`src/rtl/screensaver_pkg.sv`:
```
// Shared types and helpers for the multi-box screensaver renderer.
// Box state layout, update FSM states, reset-value and colour-cycling helpers.
package screensaver_pkg;

  localparam int DEFAULT_SCREEN_WIDTH  = 640;
  localparam int DEFAULT_SCREEN_HEIGHT = 480;

  typedef struct packed {
    logic signed [10:0] x;
    logic signed [9:0]  y;
    logic signed [3:0]  xv;
    logic signed [3:0]  yv;
    logic [2:0]         color;
  } box_state_t;

  typedef enum logic {IDLE, STEP} fsm_state_t;

  // Colour cycles 1..7 and never lands on 0 (black).
  function automatic logic [2:0] next_color(input logic [2:0] c);
    return (c == 3'd7) ? 3'd1 : c + 3'd1;
  endfunction

  function automatic box_state_t reset_box(input int i);
    box_state_t b;
    b.x     = 11'(20 + (130 * i) % 576);
    b.y     = 10'(10 + (90 * i) % 432);
    b.xv    = (i % 2 == 0) ? 4'(1 + i % 3) : 4'(-(1 + i % 3));
    b.yv    = (i % 2 == 0) ? 4'sd1 : -4'sd2;
    b.color = 3'(1 + i % 7);
    return b;
  endfunction

endpackage

```
`src/rtl/multi_box_renderer_if.sv`:
```
// Pixel-stream interface between the VGA timing generator and the renderer.
interface multi_box_renderer_if;
  logic       frame_tick;
  logic       visible;
  logic [9:0] position_x;
  logic [8:0] position_y;
  logic [3:0] r;
  logic [3:0] g;
  logic [3:0] b;
  logic       update_busy;

  modport master (output frame_tick, visible, position_x, position_y,
                  input  r, g, b, update_busy);
  modport slave  (input  frame_tick, visible, position_x, position_y,
                  output r, g, b, update_busy);
endinterface

```
`src/rtl/box_step.sv`:
```
// Combinational one-frame advance of a single box: move, bounce off the
// screen edges (clamped into range) and cycle colour on any bounce.
import screensaver_pkg::*;

module box_step #(
  parameter int XL = 576,
  parameter int YL = 432
) (
  input  box_state_t box_in,
  output box_state_t box_out
);

  localparam logic signed [10:0] XL_S = 11'(XL);
  localparam logic signed [9:0]  YL_S = 10'(YL);

  logic signed [10:0] tx;
  logic signed [9:0]  ty;
  logic               hx;
  logic               hy;

  always_comb begin
    box_out = box_in;
    tx = box_in.x + {{7{box_in.xv[3]}}, box_in.xv};
    ty = box_in.y + {{6{box_in.yv[3]}}, box_in.yv};
    hx = (tx < 11'sd0) || (tx >= XL_S);
    hy = (ty < 10'sd0) || (ty >= YL_S);

    if (tx < 11'sd0)      box_out.x = '0;
    else if (tx > XL_S)   box_out.x = XL_S;
    else                  box_out.x = tx;

    if (ty < 10'sd0)      box_out.y = '0;
    else if (ty > YL_S)   box_out.y = YL_S;
    else                  box_out.y = ty;

    if (hx) box_out.xv = -box_in.xv;
    if (hy) box_out.yv = -box_in.yv;
    // A corner hit still advances the colour only once.
    if (hx || hy) box_out.color = next_color(box_in.color);
  end

endmodule

```
`src/rtl/multi_box_renderer.sv`:
```
// Animates N_BOXES bouncing boxes and renders registered 4-bit RGB per pixel.
// Optional outline on the winning box when BOX_BORDER_EN is defined.
import screensaver_pkg::*;

module multi_box_renderer #(
  parameter int N_BOXES       = 4,
  parameter int SCREEN_WIDTH  = DEFAULT_SCREEN_WIDTH,
  parameter int SCREEN_HEIGHT = DEFAULT_SCREEN_HEIGHT,
  parameter int BOX_WIDTH     = 64,
  parameter int BOX_HEIGHT    = 48
) (
  input logic                  clk,
  input logic                  rst,
  multi_box_renderer_if.slave  vga
);

  localparam int IDX_W = (N_BOXES > 1) ? $clog2(N_BOXES) : 1;

  fsm_state_t       state_q, state_d;
  logic [IDX_W-1:0] idx_q, idx_d;
  box_state_t       box_q [N_BOXES];
  box_state_t       box_d [N_BOXES];
  box_state_t       step_out;
  logic [3:0]       r_q, r_d, g_q, g_d, b_q, b_d;

  logic [11:0] px, py, bx, by;
  logic        win_found;
  logic [2:0]  win_color;
`ifdef BOX_BORDER_EN
  logic        win_edge;
`endif

  box_step #(
    .XL(SCREEN_WIDTH - BOX_WIDTH),
    .YL(SCREEN_HEIGHT - BOX_HEIGHT)
  ) u_step (
    .box_in (box_q[idx_q]),
    .box_out(step_out)
  );

  // Frame update: one box per cycle through the shared step unit; ticks seen while stepping are dropped.
  always_comb begin
    state_d = state_q;
    idx_d   = idx_q;
    box_d   = box_q;
    case (state_q)
      IDLE: if (vga.frame_tick) begin
        state_d = STEP;
        idx_d   = '0;
      end
      STEP: begin
        box_d[idx_q] = step_out;
        if (idx_q == IDX_W'(N_BOXES - 1)) state_d = IDLE;
        else                               idx_d   = idx_q + 1'b1;
      end
      default: state_d = IDLE;
    endcase
  end

  // Scan from the highest index down so the lowest-index hit wins.
  always_comb begin
    px        = {2'b00, vga.position_x};
    py        = {3'b000, vga.position_y};
    bx        = '0;
    by        = '0;
    win_found = 1'b0;
    win_color = '0;
`ifdef BOX_BORDER_EN
    win_edge  = 1'b0;
`endif
    for (int i = N_BOXES - 1; i >= 0; i--) begin
      bx = {1'b0, box_q[i].x};
      by = {2'b00, box_q[i].y};
      if (px >= bx && px < bx + 12'(BOX_WIDTH) && py >= by && py < by + 12'(BOX_HEIGHT)) begin
        win_found = 1'b1;
        win_color = box_q[i].color;
`ifdef BOX_BORDER_EN
        win_edge  = (px == bx) || (px == bx + 12'(BOX_WIDTH - 1)) ||
                    (py == by) || (py == by + 12'(BOX_HEIGHT - 1));
`endif
      end
    end

    r_d = '0;
    g_d = '0;
    b_d = '0;
    if (vga.visible && win_found) begin
`ifdef BOX_BORDER_EN
      if (win_edge) begin
        r_d = 4'hF;
        g_d = 4'hF;
        b_d = 4'hF;
      end else begin
        r_d = {4{win_color[0]}};
        g_d = {4{win_color[1]}};
        b_d = {4{win_color[2]}};
      end
`else
      r_d = {4{win_color[0]}};
      g_d = {4{win_color[1]}};
      b_d = {4{win_color[2]}};
`endif
    end
  end

  always_ff @(posedge clk) begin
    if (rst) begin
      state_q <= IDLE;
      idx_q   <= '0;
      r_q     <= '0;
      g_q     <= '0;
      b_q     <= '0;
      for (int i = 0; i < N_BOXES; i++) box_q[i] <= reset_box(i);
    end else begin
      state_q <= state_d;
      idx_q   <= idx_d;
      r_q     <= r_d;
      g_q     <= g_d;
      b_q     <= b_d;
      box_q   <= box_d;
    end
  end

  assign vga.r           = r_q;
  assign vga.g           = g_q;
  assign vga.b           = b_q;
  assign vga.update_busy = (state_q == STEP);

endmodule

```
`src/flat_wrapper.sv`:
```
// flat-port wrapper written by rule: the top's interface ports become plain ports
module multi_box_renderer_flat 
#(
  parameter int N_BOXES       = 4,
  parameter int SCREEN_WIDTH  = DEFAULT_SCREEN_WIDTH,
  parameter int SCREEN_HEIGHT = DEFAULT_SCREEN_HEIGHT,
  parameter int BOX_WIDTH     = 64,
  parameter int BOX_HEIGHT    = 48
)
  (clk, rst, vga_frame_tick, vga_visible, vga_position_x, vga_position_y, vga_r, vga_g, vga_b, vga_update_busy);
  multi_box_renderer_if vga_i ();
  input logic clk;
  input logic rst;
  input wire logic [$bits(vga_i.frame_tick)-1:0] vga_frame_tick;
  input wire logic [$bits(vga_i.visible)-1:0] vga_visible;
  input wire logic [$bits(vga_i.position_x)-1:0] vga_position_x;
  input wire logic [$bits(vga_i.position_y)-1:0] vga_position_y;
  output wire logic [$bits(vga_i.r)-1:0] vga_r;
  output wire logic [$bits(vga_i.g)-1:0] vga_g;
  output wire logic [$bits(vga_i.b)-1:0] vga_b;
  output wire logic [$bits(vga_i.update_busy)-1:0] vga_update_busy;
  assign vga_i.frame_tick = vga_frame_tick;
  assign vga_i.visible = vga_visible;
  assign vga_i.position_x = vga_position_x;
  assign vga_i.position_y = vga_position_y;
  assign vga_r = vga_i.r;
  assign vga_g = vga_i.g;
  assign vga_b = vga_i.b;
  assign vga_update_busy = vga_i.update_busy;
  multi_box_renderer #(.N_BOXES(N_BOXES), .SCREEN_WIDTH(SCREEN_WIDTH), .SCREEN_HEIGHT(SCREEN_HEIGHT), .BOX_WIDTH(BOX_WIDTH), .BOX_HEIGHT(BOX_HEIGHT)) u_core (.clk(clk), .rst(rst), .vga(vga_i));
endmodule
```
`config.mk`:
```
export PLATFORM = sky130hd
export DESIGN_NAME = multi_box_renderer_flat
export DESIGN_NICKNAME = d
export VERILOG_FILES = /design/src/rtl/screensaver_pkg.sv /design/src/rtl/multi_box_renderer_if.sv /design/src/rtl/box_step.sv /design/src/rtl/multi_box_renderer.sv /design/src/flat_wrapper.sv
export SDC_FILE = /design/constraint.sdc
export NUM_CORES = 1
export LEC_CHECK = 0
export ABC_AREA = 0
export BUFFER_PORTS_ARGS = -buffer_cell sky130_fd_sc_hd__buf_2
export CORE_ASPECT_RATIO = 0.5
export CORE_MARGIN = 8
export CORE_UTILIZATION = 65
export DETAILED_ROUTE_END_ITERATION = 16
export PLACE_DENSITY = 0.94
export SLEW_MARGIN = 10
export SYNTH_ARGS = -nofsm -noshare
export SYNTH_HDL_FRONTEND = slang
export SYNTH_HIERARCHICAL = 1
export SYNTH_SLANG_ARGS = --single-unit
export TNS_END_PERCENT = 10
```
`constraint.sdc`:
```
create_clock -name clk -period 6.82 [get_ports clk]
set_input_delay 0.341 -clock clk [delete_from_list [all_inputs] [get_ports clk]]
set_output_delay 0.341 -clock clk [all_outputs]
set_load 0.02 [all_outputs]
```
### Word-level counts from Yosys, hierarchy flattened

Index checks and enable logic that the tools add are counted.

| word-level totals | value |
|---|---|
| output and inout port bits | 13 |
| logic and storage cells | 117 |
| bits of input ports | 23 |
| flip-flop bits (word level) | 134 |

| operators by class | value |
|---|---|
| muxes and demuxes | 28 |
| $lt $le $gt $ge | 24 |
| bitwise logic cells | 3 |
| reductions and logical operators | 19 |
| add/subtract/negate cells | 14 |
| equality and inequality tests | 4 |

Operators with widths:

| kind | number |
|---|---|
| $bwmux W128 | 1 |
| $mux W32 | 3 |
| $bmux W32 S2 | 1 |
| $demux W32 S2 | 1 |
| $add A11 B7 Y12 const B | 4 |
| $lt A10 B12 Y1 | 4 |
| $lt A9 B12 Y1 | 4 |
| $add A10 B6 Y11 const B | 4 |
| $ge A10 B11 Y1 | 4 |
| $ge A9 B10 Y1 | 4 |
| $mux W11 | 2 |
| $mux W10 | 2 |
| $mux W3 | 6 |
| $logic_and A1 B1 Y1 | 14 |
| $add A11 B11 Y11 | 1 |
| $ge A11 B11 Y1 const B | 1 |
| $gt A11 B11 Y1 const B | 1 |
| $lt A11 B1 Y1 const B | 1 |
| $add A10 B10 Y10 | 1 |
| $ge A10 B10 Y1 const B | 1 |
| $gt A10 B10 Y1 const B | 1 |
| $lt A10 B1 Y1 const B | 1 |
| $mux W4 | 2 |
| $neg A4 Y4 | 2 |
| 16 further kinds | 26 |

### Depth between registers and ports, before layout

Gate-level depths: netlist (run 1).

| logic depth | value |
|---|---|
| depth in word-level cells | 12 |
| mapped depth | 16 |
| mapped depth without buffers | 13 |

### Hierarchy

Netlist (run 1), hierarchy kept.

Modules (own cells, without submodules):

| module | times used | area each (µm²) | sequential area each (µm²) | cells an instance |
|---|---|---|---|---|
| multi_box_renderer | 1 | 8,992.4 | 2,682.6 | 1,092 |
| box_step | 1 | 1,333.8 | 0.0 | 174 |

### Worst setup path after synthesis (run 1)

OpenSTA, ideal clock, no wires.

| timing path | value |
|---|---|
| path kind | register to register |
| from | reg u_core.idx_q[0] |
| to | reg u_core/box_q[2] (netlist bit) |
| cell stages (with the launch flop) | 15 |
| path buffers | 2 |
| data arrival time | 4.369 ns |
| library setup time | 0.122 ns |
| slack | 2.328 ns |
| data required time | 6.698 ns |
| clock period less this slack | 4.492 ns |
| path through | dfxtp_1 -> clkbuf_1 -> buf_1 -> mux4_2 -> ha_1 -> fa_1 -> a21o_1 -> a221oi_4 -> xor2_2 -> o31ai_1 -> a32oi_2 -> or3b_4 -> mux2_4 -> nand2_1 -> nand3b_1 |

RTL lines:

| element | RTL line | RTL |
|---|---|---|
| from (decl) | multi_box_renderer.sv:20 | `logic [IDX_W-1:0] idx_q, idx_d;` |
| from (signal assigned) | multi_box_renderer.sv:116 | `idx_q <= idx_d;` |
| to (signal assigned) | multi_box_renderer.sv:120 | `box_q <= box_d;` |
| to (decl) | multi_box_renderer.sv:21 | `box_state_t box_q [N_BOXES];` |

==> reports/results.ini, run 1 <==
[flow_run]
max_cap_violations = 0

[global_routing]
grt_antenna_before_repair = 0
first_pass_grt_wire_length_mm = 50.3
overflow = 0
grt.total_usage_pct = 29.9
grt_max_degree = 133
grt_pass1_vias = 10100

[cts]
cts_buffers = 17
cts_resized = 0
cts_tree = built
htree_levels = 4
clock_path_buffers = 2
clk_pin_slew_ns = 0.07
numClockSinks = 134
worst_skew_pair.late_latency_ns = 0.44
hold_bufs_at_cts = 0
cts_setup_buffers = 0
cts_root_buf = sky130_fd_sc_hd__clkbuf_16

[synth]
sequential_share_of_the_synthesized_area_pct = 26.0
synth_top_family_by_area = simple AND/OR/NAND/NOR gates
synth-async-reset-ratio_pct = 0
synth.avg_cell_area_sq_um = 8.16
distinct_cell_type_count_of_the_synthesized_netlist = 70
netlist_area_sq_um = 10300
synth.yosys.warnings = 6
synth_flop_cell = sky130_fd_sc_hd__dfxtp_1
adder_cell_share_of_the_synthesized_area_pct = 18.2
synth_cells = 1266
synth-edff-count = 0
synthMuxAreaShare_pct = 8.42
yosys.area_share.simple_pct = 21.6
share_of_the_synthesized_netlist_area_taken_by_xor_and_xnor_gates_pct = 3.38
number_of_storage_elements_in_the_synthesis_netlist = 134
synth_compound_area_share_pct = 16.1

[setup_path]
timing.rr.start = u_core/idx_q[1]
ff2ff_setup_slack_ns = 2.00
crit_required_ns = 7.08
type_of_the_worst_setup_path = register to register
reg2reg_to = u_core/box_q[0]
worstPathMaxFanout = 22
worstPathArrival_ns = 5.08
cp-end-kind = register
setup.worst_path.start = u_core/idx_q[1]
number_of_cells_on_the_worst_reg_to_reg_path = 12
cp-start-kind = register
cp_cell_instances = buf_4, mux4_2, ha_1, a21o_1, a221oi_4, xor2_2, o31ai_1, a32oi_2, or3b_4, mux2_4, nand2_1, a21oi_1
timing.critical_path.slowest_cell_delay_ns = 1.11
critical_path.slowest_cell = sky130_fd_sc_hd__dfxtp_1

[route]
postRouteAntennaNets = 0
drt_iter0_markers = 1422
drt-pass1-iter-count = 8
via_count = 10100
ratio_of_routed_vias_to_standard_cells = 6.78
avgRoutedWirePerCell_microns = 21.1
wl_mm = 31.2
remaining_drc_errors = 0

[sta]
unrepaired_setup_endpoints_after_global_routing = no
final_hold_viol_count = 0
setup_viol_count_final = 0
worst_clock_skew_ns = 0.0132
timing.max_slew.rel_slack_pct = 18.5
final-max-slew-violation-count = 0
timing.final.crit_period_ns = 4.82
fin_tns_setup_ns = 0
tightest_slew_ns = 1.22
worst_hold_slack_ns = 0.263
layout_worst_path_cycle_share_pct = 70.7
timing.fmax_mhz = 207

[worst_hold_path]
min_delay_path_depth = 3
worstHoldPathType = input pin to register
hold_path_end = u_core/vga.update_busy
worst_hold_startpoint = vga_frame_tick

[power_and_ir_drop]
power.density_cell_area_nw_per_um2 = 241
max_vdd_drop_mv = 0.214
cellLeakagePower_uw = 0.00490

[layout]
diodes = 0
final_cell_area_sq_um = 11100
final_cells = 1483
post_route_cells_drive_above_1_share_pct = 9.85
layout.filler_cells = 1060
area_growth_syn_to_layout_pct = 7.56
final_nets = 1438

[floorplanning]
die_height_microns = 105
chipWidth_microns = 194
design.die.area_sq_um = 20400
num_io_pins = 36
initial_core_util_pct = 66.8
fp-row-count = 32
core_area_sq_um = 15500

[placed_design]
gp_congestion = 1.01
port_buffers = 35
placed_insts = 1451
dp.final_hpwl_mm = 20.9
placement_stage_cell_area_sq_um = 10500

[run_status]
run_status = complete, no violations

kinds of logic after synthesis:
| kind of cell | after synthesis |
|---|---|
| buf+inv | 161 |
| other cells | 1 |
| mux | 45 |
| simple gates | 472 |
| flops | 134 |
| xor+xnor | 39 |
| fa+ha+maj | 149 |
| compound gates | 265 |
sequential cells by signal, indices dropped and copies added (netlist names):
register / cells
u_core/vga.g: 1
u_core/vga.r: 1
u_core/vga.b: 1
u_core/vga.update_busy: 1
u_core/box_q: 128
u_core/idx_q: 2
layer usage:
metal | vias up | part of all wire [%] | GRT usage (%)
li1 | 4438 | - | -
met1 | 4617 | 38 | 35.6
met2 | 783 | 44 | 48.1
met3 | 221 | 12 | 8.07
met4 | 0 | 6.1 | 18.1
met5 | - | 0 | 0
power by group:
group / internal, uW / leakage (uW) / switching [uW]
combinational: 349 / 0.00355 / 572
sequential: 819 / 0.00109 / 46.3
clock: 479 / 0.000266 / 411
total: 1650 / 0.00490 / 1030
area by class of cell:
type	count	area, sq um	area share (%)
Timing Repair Buffer	46	260	2.34
Sequential cell	134	2680	24.2
Multi-Input combinational cell	972	6990	63.0
Inverter	95	357	3.21
Clock buffer	17	425	3.83
Clock inverter	15	133	1.19
Tap cell	204	255	2.30
worst max-delay path: cells and delay by family, from the launching register on:
family | cells | cell delay [ns]
compound gates | 5 | 1.24
xor+xnor | 1 | 0.23
fa+ha+maj | 1 | 0.38
buf+inv | 1 | 0.43
flops | 1 | 1.11
mux | 2 | 0.69
simple gates | 2 | 0.54
synth_stat cells, drive strengths merged (3+ instances only):
cell type | number | area share, %
o211a | 3 | 0.29
a21o | 11 | 0.80
xnor2 | 25 | 2.1
nor3b | 5 | 0.36
clkbuf | 49 | 1.8
a32oi | 3 | 0.33
nand2 | 283 | 10
nor2b | 13 | 0.79
o21ai | 39 | 1.9
ha | 147 | 18
o21bai | 5 | 0.36
o21a | 7 | 0.51
o211ai | 12 | 0.87
a21boi | 3 | 0.22
and4 | 4 | 0.34
mux2i | 7 | 0.68
nand2b | 10 | 0.61
nor4 | 3 | 0.18
a2111oi | 6 | 0.63
nor3 | 13 | 0.63
nand4 | 6 | 0.36
a211oi | 8 | 0.58
a211o | 5 | 0.42
nand3b | 52 | 3.8
nand3 | 20 | 0.97
and2 | 10 | 0.61
a31oi | 6 | 0.36
nand4b | 3 | 0.25
o31ai | 5 | 0.36
nor2 | 34 | 1.2
o2111ai | 6 | 0.51
mux2 | 6 | 0.76
xor2 | 14 | 1.3
a41oi | 3 | 0.25
dfxtp | 134 | 26
a311oi | 3 | 0.25
buf | 17 | 1.1
and3 | 8 | 0.48
mux4 | 32 | 7.0
a21oi | 127 | 6.2
inv | 95 | 3.5
cell usage in the layout (no fill, tap or decap), types with 7 or more instances in the layout:
cell                        netlist  layout
sky130_fd_sc_hd__ha_1           147     147
sky130_fd_sc_hd__xnor2_1         25      25
sky130_fd_sc_hd__nor2_1          34      34
sky130_fd_sc_hd__o211ai_1        12      12
sky130_fd_sc_hd__mux4_2          32      32
sky130_fd_sc_hd__a21oi_1        127     127
sky130_fd_sc_hd__buf_2            1      34
sky130_fd_sc_hd__inv_6            0       7
sky130_fd_sc_hd__o21a_1           7       7
sky130_fd_sc_hd__clkbuf_16        0      17
sky130_fd_sc_hd__dfxtp_1        134     133
sky130_fd_sc_hd__inv_1           95      95
sky130_fd_sc_hd__mux2i_1          7       7
sky130_fd_sc_hd__and3_1           8       8
sky130_fd_sc_hd__nand3b_1        52      52
sky130_fd_sc_hd__nand3_1         20      20
sky130_fd_sc_hd__nand2b_1        10      10
sky130_fd_sc_hd__a211oi_1         8       8
sky130_fd_sc_hd__a21o_1          11      11
sky130_fd_sc_hd__o21ai_0         37      37
sky130_fd_sc_hd__xor2_1          13      13
sky130_fd_sc_hd__nand2_1        283     283
sky130_fd_sc_hd__nor3_1          13      13
sky130_fd_sc_hd__buf_4           13      12
sky130_fd_sc_hd__and2_1           9       9
sky130_fd_sc_hd__nor2b_1         13      13
worst max-delay path by stage:
stage / to / slack (ns) / cells after the start
4_1_cts: u_core/box_q[0] / 2.16 / 12
6_report: u_core/box_q[0] / 2.00 / 12
3_3_place_gp: u_core/box_q[98] / 2.35 / 12
3_5_place_dp: u_core/box_q[0] / 2.25 / 12
2_1_floorplan: u_core/box_q[2] / 2.33 / 14
5_1_grt: u_core/box_q[96] / 1.91 / 12
through the flow:
step                      utilization (%)  worst slack (ns)  total power (uW)
after floorplan                         -              2.33              1520
after global placement               68.3              2.35              1690
after detailed placement             68.3              2.25              1730
after CTS                            71.9              2.16              2630
after global routing                 71.9              1.91              2780
final                                71.9              2.00              2680
(Power assumes the default switching activity.)
==> inputs of run 2 (changes only) <==
CORE_UTILIZATION = 58   (was 65)
PLACE_DENSITY = 0.89   (was 0.94)
clock period = 4.1 ns   (was 6.82 ns; I/O delays follow)
==> reports/results.ini, run 2 (synthesized netlist as in run 1, its figures left out) <==
[setup_path]
timing.critical_path.slowest_cell_delay_ns = 0.61
cp-start-kind = register
critical_path.slowest_cell = sky130_fd_sc_hd__mux4_2
crit_required_ns = 4.34
cp_cell_instances = mux4_2, ha_1, fa_1, a21o_1, a221oi_4, o21ai_0, xor2_1, a32oi_2, or3b_4, mux2_4, nand2_1, a21oi_1
worstPathArrival_ns = 4.22
type_of_the_worst_setup_path = register to register
cp_top_family = compound AO/OA/AOI/OAI gates
worstPathMaxFanout = 7
critical_path.n_buffers_inverters = 0
cp-end-kind = register

[placed_design]
port_buffers = 35
gp_congestion = 0.939
placement_stage_cell_area_sq_um = 10700
dp.final_hpwl_mm = 21.2

[run_status]
run_status = complete, no violations

[floorplanning]
die_height_microns = 110
design.die.area_sq_um = 22600
core_area_sq_um = 17400
initial_core_util_pct = 59.3
num_io_pins = 36
chipWidth_microns = 205
fp-row-count = 34

[sta]
layout_worst_path_cycle_share_pct = 97.3
unrepaired_setup_endpoints_after_global_routing = no
final-max-slew-violation-count = 0
timing.final.crit_period_ns = 3.99
timing.max_slew.rel_slack_pct = 19.6
fin_tns_setup_ns = 0
final_hold_viol_count = 0
tightest_slew_ns = 1.21
setup_viol_count_final = 0
timing.fmax_mhz = 251
worst_clock_skew_ns = 0.0137

[global_routing]
overflow = 0
grt_max_degree = 133
grt_pass1_vias = 9756
first_pass_grt_wire_length_mm = 48.5
grt_antenna_before_repair = 0
grt.total_usage_pct = 26.5

[layout]
largest-register = u_core/box_q
diodes = 0
number_of_flip_flops_under_the_largest_register_name = 128
final_nets = 1457
final_cell_area_sq_um = 11500
mostFrequentLayoutCell = sky130_fd_sc_hd__nand2_1
post-route-util_pct = 65.9
post_route_cells_drive_above_1_share_pct = 11.2
reg.largest.list = u_core/box_q: 128 flops, u_core/idx_q: 2 flops
area_growth_syn_to_layout_pct = 11.0
most-common-layout-cells = sky130_fd_sc_hd__nand2_1 (283), sky130_fd_sc_hd__ha_1 (147), sky130_fd_sc_hd__dfxtp_1 (132)

[route]
remaining_drc_errors = 0
avgRoutedWirePerCell_microns = 20.0
ratio_of_routed_vias_to_standard_cells = 6.48
via_count = 9909
drt-pass1-iter-count = 6
wl_mm = 30.6
drt_iter0_markers = 1277
postRouteAntennaNets = 0

[cts]
hold_bufs_at_cts = 0
worst_skew_pair.late_latency_ns = 0.42
htree_levels = 4
clock_path_buffers = 2
cts_root_buf = sky130_fd_sc_hd__clkbuf_16
numClockSinks = 134
cts_tree = built
clk_pin_slew_ns = 0.06
cts_buffers = 17

[power_and_ir_drop]
power.density_cell_area_nw_per_um2 = 430
max_vdd_drop_mv = 0.339
cellLeakagePower_uw = 0.00508

[worst_hold_path]
worstHoldPathType = input pin to register

[flow_run]
max_cap_violations = 0

==> run 2: area by class of cell <==
type	count	area, sq um
clock inverter	13	279
tap	234	293
sequential	134	2690
timing repair buffer	65	428
multi-input combinational	972	7000
clock buffer	17	425
fill	1243	5930
inverter	95	357
==> run 2: worst paths after layout <==
path                          from                endpoint  slack [ns]  cells after the start
hold reg to reg   u_core/box_q[67]        u_core/box_q[67]        0.46                      2
hold / removal      vga_frame_tick  u_core/vga.update_busy        0.16                      3
setup / recovery   u_core/idx_q[0]        u_core/box_q[34]        0.11                     12
setup reg to reg   u_core/idx_q[0]        u_core/box_q[34]        0.11                     12
==> run 2: where the power goes <==
part / internal (uW) / total, uW / switching (uW)
clock network: 1260 / 1860 / 605
registers: 1360 / 1430 / 69.2
logic: 651 / 1640 / 985
==> run 2: tightest hold or removal path, cell delays in order <==
cell and delay (ns):
sky130_fd_sc_hd__buf_2 0.07, sky130_fd_sc_hd__o21ai_0 0.14, sky130_fd_sc_hd__nor2_1 0.11
==> run 2: timing repair <==
item | 4_1_cts | 5_1_grt
buffers inserted | 0 | 5
setup endpoints to repair | 0 | 21
resized for setup | 0 | 2
==> run 2: stage by stage <==
stage          cells  power, uW  hold WS, ns  worst slack, ns
2_1_floorplan   1267       2530        0.415           0.0978
3_3_place_gp    1495       2890        0.439            0.245
3_5_place_dp    1495       2950        0.449            0.140
4_1_cts         1525       4830        0.138           0.0746
5_1_grt         1530       5100        0.190          0.00193
6_report        1530       4930        0.158            0.113
==> run 2: layer usage <==
layer / GRT usage [%] / wire length (microns)
met1: 31.6 / 12200
met5: 0 / 0
met3: 5.78 / 2910
met4: 14.0 / 1390
met2: 45.3 / 14100
==> inputs of run 3 (changes only) <==
PLACE_DENSITY = 0.78   (was 0.89)
==> reports/results.ini, run 3 (synthesized netlist as in run 1, its figures left out) <==
[route]
avgRoutedWirePerCell_microns = 19.1
ratio_of_routed_vias_to_standard_cells = 6.20
postRouteAntennaNets = 0
drt-pass1-iter-count = 5
via_count = 9473
drt_iter0_markers = 988
remaining_drc_errors = 0
wl_mm = 29.1

[floorplanning]
die_height_microns = 110
design.die.area_sq_um = 22600
num_io_pins = 36
initial_core_util_pct = 59.3
fp-row-count = 34
chipWidth_microns = 205
core_area_sq_um = 17400

[setup_path]
worstPathArrival_ns = 4.20
cp-start-kind = register
crit_required_ns = 4.36
cp-end-kind = register
worstPathMaxFanout = 6
type_of_the_worst_setup_path = register to register

[cts]
clock_path_buffers = 2
clk_pin_slew_ns = 0.06
cts_tree = built
cts_buffers = 17
cts_root_buf = sky130_fd_sc_hd__clkbuf_16
worst_skew_pair.late_latency_ns = 0.43
htree_levels = 4
numClockSinks = 134

[power_and_ir_drop]
cellLeakagePower_uw = 0.00499
switching_power_uw = 1600
clock_power_share_pct = 32.8
part_of_the_power_in_combinational_logic_pct = 35.0
p_sw_share_pct = 36.0
max_vdd_drop_mv = 0.356
share_seq_of_total_power_pct = 32.2
power_report.internal_total_uw = 2850
post-layout-total-power_uw = 4450
power.density_cell_area_nw_per_um2 = 394

[worst_hold_path]
worstHoldPathType = input pin to register

[placed_design]
port_buffers = 35
dp.final_hpwl_mm = 21.4
gp_congestion = 0.945

[global_routing]
overflow = 0
grt.total_usage_pct = 25.8
grt_pass1_vias = 9061
grt_antenna_before_repair = 0
first_pass_grt_wire_length_mm = 46.8
grt_max_degree = 109

[sta]
worst_hold_slack_ns = 0.124
timing.max_slew.rel_slack_pct = 30.4
timing.final.crit_period_ns = 3.94
final_hold_viol_count = 0
fin_tns_setup_ns = 0
final-max-slew-violation-count = 0
timing.fmax_mhz = 254
tightest_slew_ns = 1.04
worst_clock_skew_ns = 0.0102
setup_viol_count_final = 0
layout_worst_path_cycle_share_pct = 96.0

[layout]
post_route_cells_drive_above_1_share_pct = 11.0
most-common-layout-cells = sky130_fd_sc_hd__nand2_1 (283), sky130_fd_sc_hd__ha_1 (147), sky130_fd_sc_hd__dfxtp_1 (132)
final_nets = 1453
number_of_flip_flops_under_the_largest_register_name = 128
layout.filler_cells = 1437
largest-register = u_core/box_q
seq_area_sq_um = 2690
reg.largest.list = u_core/box_q: 128 flops, u_core/idx_q: 2 flops
post-route-util_pct = 65.0
multiInputGateArea_sq_um = 7000
area_growth_syn_to_layout_pct = 9.45
diodes = 0
mostFrequentLayoutCell = sky130_fd_sc_hd__nand2_1

[flow_run]
max_cap_violations = 0

[run_status]
run_status = complete, no violations

run 3: cell count changes in the layout (fill, tap and decap cells not counted), moves of 2 or more:
cell / delta
sky130_fd_sc_hd__bufinv_16: -7
sky130_fd_sc_hd__buf_4: -5
sky130_fd_sc_hd__clkinvlp_4: +3
sky130_fd_sc_hd__clkbuf_1: +2
sky130_fd_sc_hd__clkbuf_8: +2
sky130_fd_sc_hd__clkinv_2: +2
run 3: worst max-delay path, stage by stage, from the launching register on:
cell and delay (ns):
sky130_fd_sc_hd__dfxtp_4 0.41, sky130_fd_sc_hd__mux4_2 0.59, sky130_fd_sc_hd__ha_1 0.27, sky130_fd_sc_hd__fa_1 0.42, sky130_fd_sc_hd__a21o_1 0.22, sky130_fd_sc_hd__a221oi_4 0.30
sky130_fd_sc_hd__xor2_2 0.24, sky130_fd_sc_hd__o31ai_2 0.13, sky130_fd_sc_hd__a32oi_2 0.28, sky130_fd_sc_hd__or3b_4 0.45, sky130_fd_sc_hd__mux2_4 0.34, sky130_fd_sc_hd__nand2_1 0.06
sky130_fd_sc_hd__a21oi_1 0.07
run 3: worst paths after layout:
check | from | to | slack (ns) | cells past startpoint
setup / recovery | u_core/idx_q[0] | u_core/box_q[1] | 0.16 | 12
hold / removal | rst | u_core/box_q[41] | 0.12 | 2
setup reg to reg | u_core/idx_q[0] | u_core/box_q[1] | 0.16 | 12
hold reg to reg | u_core/box_q[41] | u_core/box_q[41] | 0.46 | 2
run 3: power by group through the flow:
stage                     combinational [uW]  clock, uW  sequential [uW]
after floorplan                         1100          0             1430
after detailed placement                1470          0             1460
after global routing                    1700       1530             1440
after CTS                               1490       1470             1430
after global placement                  1420          0             1450
final                                   1560       1460             1430
run 3: metal layers:
metal,GRT usage [%],up-vias,share of wire [%]
met5,0,-,0
met4,9.10,0,2.2
met3,4.70,50,9.0
met2,41.6,440,45
met1,34.7,4519,44
li1,-,4464,-
run 3: through the flow:
stage | setup WS, ns | instance area [sq um] | instances
floorplan | 0.0978 | 10300 | 1267
global placement | 0.228 | 10700 | 1490
detailed placement | 0.114 | 10700 | 1490
CTS | 0.101 | 11200 | 1522
global route | -0.00238 | 11300 | 1528
finish | 0.163 | 11300 | 1528
run 3: final cells by class:
| cell class | count | share of cell area [%] |
|---|---|---|
| multi-input cells | 972 | 62.0 |
| flip-flops and latches | 134 | 23.8 |
| clock buffers | 21 | 4.07 |
| repair buffers | 61 | 3.55 |
| inverters | 95 | 3.16 |
| well taps | 234 | 2.59 |
| clock inverters | 11 | 0.897 |
run 3: timing repair:
action                     4_1_cts  5_1_grt
hold buffers                     0        0
setup buffers                    0        6
hold endpoints to repair         0        0
setup endpoints to repair        0       25
gates resized for setup          0        5
